===== src/rtl/sync_fifo_flags_if.sv =====
// Handshake and status bundle for sync_fifo_flags.
// master drives requests, slave is the FIFO.
interface sync_fifo_flags_if #(
  parameter int DATA_WIDTH = 8,
  parameter int ADDR_WIDTH = 4
);
  logic                  wr_en;
  logic                  rd_en;
  logic [DATA_WIDTH-1:0] din;
  logic [DATA_WIDTH-1:0] dout;
  logic                  valid_out;
  logic                  full;
  logic                  empty;
  logic                  almost_full;
  logic                  almost_empty;
  logic [ADDR_WIDTH:0]   count;
  logic                  overflow;
  logic                  underflow;

  modport master (
    output wr_en, rd_en, din,
    input  dout, valid_out,
    input  full, empty,
    input  almost_full, almost_empty,
    input  count, overflow, underflow
  );

  modport slave (
    input  wr_en, rd_en, din,
    output dout, valid_out,
    output full, empty,
    output almost_full, almost_empty,
    output count, overflow, underflow
  );
endinterface


===== src/rtl/sync_fifo_flags.sv =====
// Single-clock FIFO with occupancy flags, error pulses
// and selectable registered or first-word-fall-through read.
module sync_fifo_flags #(
  parameter int DATA_WIDTH = 8,
  parameter int ADDR_WIDTH = 4,
  parameter int DEPTH      = 1 << ADDR_WIDTH,
  parameter int AF_THRESH  = DEPTH - 2,
  parameter int AE_THRESH  = 2,
  parameter bit FWFT       = 1'b0
) (
  input logic clk,
  input logic rst_n,
  sync_fifo_flags_if.slave f
);

  localparam int CW = ADDR_WIDTH + 1;
  localparam logic [CW-1:0] FULL_LVL = CW'(DEPTH);
  localparam logic [CW-1:0] AF_LVL   = CW'(AF_THRESH);
  localparam logic [CW-1:0] AE_LVL   = CW'(AE_THRESH);

  logic [DATA_WIDTH-1:0] mem [DEPTH];
  logic [ADDR_WIDTH-1:0] wr_ptr;
  logic [ADDR_WIDTH-1:0] rd_ptr;
  logic [CW-1:0]         count;
  logic                  full;
  logic                  empty;
  logic                  wr_ok;
  logic                  rd_ok;
  logic                  ovf_q;
  logic                  udf_q;

  assign full  = (count == FULL_LVL);
  assign empty = (count == '0);
  assign wr_ok = f.wr_en & ~full;
  assign rd_ok = f.rd_en & ~empty;

  always_ff @(posedge clk) begin
    if (wr_ok) mem[wr_ptr] <= f.din;
  end

  always_ff @(posedge clk or negedge rst_n) begin
    if (!rst_n) begin
      wr_ptr <= '0;
      rd_ptr <= '0;
      count  <= '0;
      ovf_q  <= 1'b0;
      udf_q  <= 1'b0;
    end else begin
      if (wr_ok) wr_ptr <= wr_ptr + 1'b1;
      if (rd_ok) rd_ptr <= rd_ptr + 1'b1;
      unique case (1'b1)
        wr_ok & ~rd_ok: count <= count + 1'b1;
        rd_ok & ~wr_ok: count <= count - 1'b1;
        default:        count <= count;
      endcase
      ovf_q <= f.wr_en & full;
      udf_q <= f.rd_en & empty;
    end
  end

  generate
    if (FWFT) begin : g_fwft
      // Head word is shown directly; zero while empty.
      assign f.dout      = empty ? '0 : mem[rd_ptr];
      assign f.valid_out = ~empty;
    end else begin : g_std
      logic [DATA_WIDTH-1:0] dout_q;
      logic                  valid_q;

      always_ff @(posedge clk or negedge rst_n) begin
        if (!rst_n) begin
          dout_q  <= '0;
          valid_q <= 1'b0;
        end else begin
          if (rd_ok) dout_q <= mem[rd_ptr];
          valid_q <= rd_ok;
        end
      end

      assign f.dout      = dout_q;
      assign f.valid_out = valid_q;
    end
  endgenerate

  assign f.count        = count;
  assign f.full         = full;
  assign f.empty        = empty;
  assign f.almost_full  = (count >= AF_LVL);
  assign f.almost_empty = (count <= AE_LVL);
  assign f.overflow     = ovf_q;
  assign f.underflow    = udf_q;

endmodule


===== src/flat_wrapper.sv =====
// flat-port wrapper written by rule: the top's interface ports become plain ports
module sync_fifo_flags_flat 
#(
  parameter int DATA_WIDTH = 8,
  parameter int ADDR_WIDTH = 4,
  parameter int DEPTH      = 1 << ADDR_WIDTH,
  parameter int AF_THRESH  = DEPTH - 2,
  parameter int AE_THRESH  = 2,
  parameter bit FWFT       = 1'b0
)
  (clk, rst_n, f_wr_en, f_rd_en, f_din, f_dout, f_valid_out, f_full, f_empty, f_almost_full, f_almost_empty, f_count, f_overflow, f_underflow);
  sync_fifo_flags_if #(.DATA_WIDTH(DATA_WIDTH), .ADDR_WIDTH(ADDR_WIDTH)) f_i ();
  input logic clk;
  input logic rst_n;
  input wire logic [$bits(f_i.wr_en)-1:0] f_wr_en;
  input wire logic [$bits(f_i.rd_en)-1:0] f_rd_en;
  input wire logic [$bits(f_i.din)-1:0] f_din;
  output wire logic [$bits(f_i.dout)-1:0] f_dout;
  output wire logic [$bits(f_i.valid_out)-1:0] f_valid_out;
  output wire logic [$bits(f_i.full)-1:0] f_full;
  output wire logic [$bits(f_i.empty)-1:0] f_empty;
  output wire logic [$bits(f_i.almost_full)-1:0] f_almost_full;
  output wire logic [$bits(f_i.almost_empty)-1:0] f_almost_empty;
  output wire logic [$bits(f_i.count)-1:0] f_count;
  output wire logic [$bits(f_i.overflow)-1:0] f_overflow;
  output wire logic [$bits(f_i.underflow)-1:0] f_underflow;
  assign f_i.wr_en = f_wr_en;
  assign f_i.rd_en = f_rd_en;
  assign f_i.din = f_din;
  assign f_dout = f_i.dout;
  assign f_valid_out = f_i.valid_out;
  assign f_full = f_i.full;
  assign f_empty = f_i.empty;
  assign f_almost_full = f_i.almost_full;
  assign f_almost_empty = f_i.almost_empty;
  assign f_count = f_i.count;
  assign f_overflow = f_i.overflow;
  assign f_underflow = f_i.underflow;
  sync_fifo_flags #(.DATA_WIDTH(DATA_WIDTH), .ADDR_WIDTH(ADDR_WIDTH), .DEPTH(DEPTH), .AF_THRESH(AF_THRESH), .AE_THRESH(AE_THRESH), .FWFT(FWFT)) u_core (.clk(clk), .rst_n(rst_n), .f(f_i));
endmodule

===== config.mk =====
export PLATFORM = sky130hd
export DESIGN_NAME = sync_fifo_flags_flat
export DESIGN_NICKNAME = d
export VERILOG_FILES = /design/src/rtl/sync_fifo_flags_if.sv /design/src/rtl/sync_fifo_flags.sv /design/src/flat_wrapper.sv
export SDC_FILE = /design/constraint.sdc
export NUM_CORES = 1
export LEC_CHECK = 0
export ABC_AREA = 1
export CORE_ASPECT_RATIO = 1.75
export CORE_MARGIN = 5
export CORE_UTILIZATION = 40
export DETAILED_ROUTE_END_ITERATION = 6
export GPL_ROUTABILITY_DRIVEN = 0
export PLACE_DENSITY = 0.64
export SYNTH_ARGS = -nofsm -noshare
export SYNTH_HDL_FRONTEND = slang
export SYNTH_SLANG_ARGS = --single-unit

===== constraint.sdc =====
create_clock -name clk -period 5.8 [get_ports clk]
set_clock_uncertainty 0.15 [all_clocks]
set_input_delay 1.16 -clock clk [delete_from_list [all_inputs] [get_ports clk]]
set_output_delay 1.16 -clock clk [all_outputs]
set_load 0.005 [all_outputs]

# After elaboration in Yosys (flattened, before gate mapping)

Memories as Yosys holds them, arrays and structs flattened. A register that Yosys moved wholly into a read port is not among the register bits.
Index checks and enable logic that the tools add are counted.

Flip-flop bits (word level): 16
RAM bits: 128
Input port bits: 12
Output and inout port bits: 20
Word-level logic and storage cells: 30
Memories: 1

Add/sub/neg operators: 4
$lt $le $gt $ge: 2
Equal/unequal tests: 1
Muxes and demuxes: 3
Bitwise operators: 10
Reduce and logical (&&, ||, !) cells: 3

Memory list:

| name       | depth | bits a word | rd ports | clocked after Yosys merged registers in | wr ports | line                  | source |
|---|---|---|---|---|---|---|---|
| u_core.mem | 16    | 8           | 1        | 1                                       | 1        | sync_fifo_flags.sv:21 | `logic [DATA_WIDTH-1:0] mem [DEPTH];` |

Operators by type and width:

| cell                  | count |
|---|---|
| $pmux W5 S2           | 1 |
| $add A4 B1 Y4 const B | 2 |
| $and A1 B1 Y1         | 6 |
| $add A5 B1 Y5 const B | 1 |
| $eq A5 B5 Y1 const B  | 1 |
| $ge A5 B4 Y1 const B  | 1 |
| $le A5 B2 Y1 const B  | 1 |
| $logic_not A5 Y1      | 1 |
| $sub A5 B1 Y5 const B | 1 |
| $not A1 Y1            | 4 |
| $mux W1               | 2 |
| $reduce_bool A2 Y1    | 1 |
| $logic_not A1 Y1      | 1 |

# Logic depth before layout (Yosys ltp)

Word-level depth: 6
Depth in mapped cells: 15

# Worst setup path after synthesis

Ideal clock, no wire load.

Path type: input port to flip-flop
Start: in f_rd_en
End: reg u_core.count[4], in the netlist u_core.f.count[4]
Library setup time: 0.117 ns
Arrival time: 2.557 ns
Required time: 5.533 ns
Setup slack: 2.977 ns
Stages on the path: 13
Cell sequence: nand2_2 > inv_2 > buf_6 > ha_1 > xor2_1 > ha_1 > inv_1 > nand2_1 > nand3_1 > nand2_1 > xor2_1 > nand2_1 > nand2_1

Cells in the longest elaborated chain, start to end: 4

Ends and longest elaborated chain:

| what                                                     | line                  | source |
|---|---|---|
| start, declared                                          | flat_wrapper.sv:16    | `input wire logic [$bits(f_i.rd_en)-1:0] f_rd_en;` |
| $and A1 B1 Y1 *                                          | sync_fifo_flags.sv:35 | `assign rd_ok = f.rd_en & ~empty;` |
| named net u_core.rd_ok                                   | sync_fifo_flags.sv:28 | `logic rd_ok;` |
| $not A1 Y1                                               | sync_fifo_flags.sv:52 | `wr_ok & ~rd_ok: count <= count + 1'b1;` |
| $and A1 B1 Y1                                            | sync_fifo_flags.sv:52 |  |
| $pmux W5 S2 / $reduce_bool A2 Y1 (equally long branches) | n/a                   |  |
| end signal, assigned                                     | sync_fifo_flags.sv:52 |  |
| end signal, assigned                                     | sync_fifo_flags.sv:53 | `rd_ok & ~wr_ok: count <= count - 1'b1;` |
| end signal, assigned                                     | sync_fifo_flags.sv:54 | `default: count <= count;` |
| end, declared                                            | sync_fifo_flags.sv:24 | `logic [CW-1:0] count;` |

Mark *: on every way through the listed nets, which the timed path passes. The rest lies on a longest branch.
A chain may end at the register's enable or synchronous reset.

# Worst setup path in the final report

Start: in f_rd_en
End: reg u_core.count[4], in the netlist u_core.f.count[4]

Cells in the longest elaborated chain, start to end: 4

Ends and longest elaborated chain:

| what                                                     | line |
|---|---|
| $and A1 B1 Y1 *                                          | sync_fifo_flags.sv:35 |
| $not A1 Y1                                               | sync_fifo_flags.sv:52 |
| $and A1 B1 Y1                                            | sync_fifo_flags.sv:52 |
| $pmux W5 S2 / $reduce_bool A2 Y1 (equally long branches) | n/a |

Mark *: on every way between the ends. The rest lies on a longest branch, timed or not.

==> impl_metrics.ini <==
[status]
outcome = finished, final reports clean

[logic_synthesis]
ys_warn_count = 0
post-synth-top-area-cell = edfxtp_1
syn_area_per_cell_um2 = 10.0
ys.flop_type = edfxtp_1
synthesis.instances = 678
async_flop_share_pct = 15.8
yosysMostFrequentCell = nand2_1
synth_edf_count = 128
ys_ff_latch = 152
synth-seq-area-share_pct = 65.5
netlist_area_um2 = 6790
synthTopCellsByCount = 222 x nand2_1, 128 x edfxtp_1, 116 x inv_1
synth_cell_type_count = 23
synth_area_leaders = edfxtp_1 57%, nand2_1 12%, dfrtp_1 8.8%
yosys.area.top_type_share_pct = 56.6
synth_nets = 699

[clocking]
clkSlewWorstSetupHoldPaths_ps = 60
root_buffer = clkbuf_16
clk_latency_ps = 420
holdBufCountCts = 0
cts_num_sinks = 152
cts_tree = built
cts_resized = 0
post_cts_buffers = 0
cts_buffers = 17
cts_max_level = 4
clockBufferDepth = 2

[timing]
max_slew_margin_pct = 25.3
period_minus_slack_ps = 3140
layout_setup_ws_ps = 2660
rsz0062_at_grt = no
tns_ps = 0
finalCritPeriodShare_pct = 54.2
worst_pin_slew_ps = 1120
hold_viol_final = 0
max_freq_ghz = 0.318
final-setup-viol-count = 0
slew_violations = 0

[floorplan]
coreArea_um2 = 16800
initial_core_util_pct = 40.4
dieArea_um2 = 19800
placementRows = 63
die_y_um = 182
num_io_pins = 32
die_w_um = 108

[detailed_routing]
via_per_inst = 4.88
firstDrtPassIters = 5
vias = 4602
wire_per_inst_um = 16.9
ant_nets = 0
wl_um = 15900
drc_errors = 0
dr.first_iter.drc_count = 334

[finish]
nets = 725
n_fill_cell = 1497
drive_gt1_share_pct = 6.14
syn_to_final_growth_pct = 15.9
final_core_util_pct = 46.9
final_area_um2 = 7870
n_antenna_cell = 0

[worst_setup_path]
r2r-end = u_core.f.dout[3]$_DFFE_PN0P_
r2r_slack_ps = 3080
cp_max_fo = 16
startpoint_type = input pin
r2r_start = u_core.rd_ptr[0]$_DFFE_PN0P_
critPathCaptureType = flop
reg2reg_depth = 10
critical_path_class = input pin to flop
critPathCapture = u_core.f.count[4]$_DFFE_PN0P_
critPathLaunch = f_rd_en
critPathRequiredTime_ps = 6010
cp.arrival_ps = 3350

[hold_path]
holdCritPathClass = flop to flop

[job]
maxCapViolations = 0

[power]
power_density_nw_per_um2 = 496
p_comb_share_pct = 32.8
seqPwrFrac_pct = 37.7
p_int_mw = 2.45
vdd_drop_max_mv = 0.283
switching_power_mw = 1.46
power_mw = 3.90
swShare_pct = 37.3
p_leak_nw = 3.46
clkPwrFrac_pct = 29.5

[place]
placed_area_um2 = 7240
dp_hpwl_um = 10700
io_buffers = 31
dp_slack_ps = 2230

[grt]
grt_use_met3_pct = 2.94
grt-ovfl-total = 0
use_met1_pct = 19.2
grt_first_pass_wirelength_um = 25100
grt.met2_usage_pct = 30.4
grt_pass1_vias = 4808
grt_max_degree = 68
grt_usage_pct = 16.9
antenna_found_initial = 0
top_usage_layer = met2
worst min-delay path by stage:
stage,from,slack [ps],cells past startpoint,endpoint
3_5_place_dp,u_core.f.dout[3]$_DFFE_PN0P_,310,2,u_core.f.dout[3]$_DFFE_PN0P_
5_1_grt,u_core.f.dout[6]$_DFFE_PN0P_,370,2,u_core.f.dout[6]$_DFFE_PN0P_
4_1_cts,u_core.f.dout[7]$_DFFE_PN0P_,340,2,u_core.f.dout[7]$_DFFE_PN0P_
3_3_place_gp,u_core.f.dout[0]$_DFFE_PN0P_,330,2,u_core.f.dout[0]$_DFFE_PN0P_
2_1_floorplan,u_core.f.dout[0]$_DFFE_PN0P_,320,2,u_core.f.dout[0]$_DFFE_PN0P_
6_report,u_core.f.dout[0]$_DFFE_PN0P_,330,2,u_core.f.dout[0]$_DFFE_PN0P_
cells in the final DEF (no fill, tap or decap), drive strengths merged:
cell type	count
a21oi	2
clkbuf	17
dfrtp	24
nor2	20
nand3	103
a21boi	1
xnor2	1
xor2	9
clkinv	5
nand2	223
bufinv	2
buf	2
nand4	2
o21ai	7
clkdlybuf4s50	31
ha	9
inv	130
o21bai	1
edfxtp	128
critical path, cell delays in order:
cell             delay (ps)
clkdlybuf4s50_1         490
nand2_2                 140
inv_2                   230
ha_1                    320
xor2_1                  220
ha_1                    180
inv_1                    40
nand2_1                  90
nand3_1                 100
nand2_1                 100
xor2_1                  150
nand2_1                  60
nand2_1                  50
flip-flops by register name (all words and copies together), names as in the netlist:
| name | flops |
|---|---|
| u_core.f.count | 5 |
| u_core.f.dout | 8 |
| u_core.f.overflow | 1 |
| u_core.f.underflow | 1 |
| u_core.f.valid_out | 1 |
| u_core.mem | 128 |
| u_core.rd_ptr | 4 |
| u_core.wr_ptr | 4 |
metrics by stage:
stage | cells | hold WS (ps)
after global routing | 944 | 372
after global placement | 912 | 325
after CTS | 944 | 342
after floorplan | 678 | 322
after detailed placement | 912 | 314
final | 944 | 335
power groups by stage:
stage	logic (mW)	clock network, mW	registers [mW]
after floorplan	0.894	0	1.45
after global placement	1.25	0	1.49
after detailed placement	1.28	0	1.49
after CTS	1.29	1.16	1.47
after global routing	1.43	1.21	1.49
final	1.28	1.15	1.47
routing by layer:
| metal | wire (um) | vias to the layer above |
|---|---|---|
| met5 | 0 | - |
| met1 | 6100 | 2186 |
| met3 | 693 | 33 |
| met4 | 510 | 0 |
| met2 | 8620 | 169 |
| li1 | - | 2214 |
final cells by class:
cell class,instances,area (um^2),share of cell area [%]
Multi-Input combinational cell,378,1730,22.0
Tap cell,227,284,3.61
Sequential cell,152,4450,56.5
Clock buffer,17,425,5.41
Clock inverter,15,201,2.56
Inverter,122,458,5.82
Timing Repair Buffer,33,325,4.14
logic make-up (layout without fill, tap and decap cells):
kind of cell	Yosys count	count (layout)	synth area share, %
simple gates	348	348	21.5
buf+inv	148	187	9.09
fa+ha+maj	9	9	1.66
flops	152	152	65.5
xor+xnor	10	10	1.29
compound gates	11	11	0.940
(Power assumes the default switching activity.)
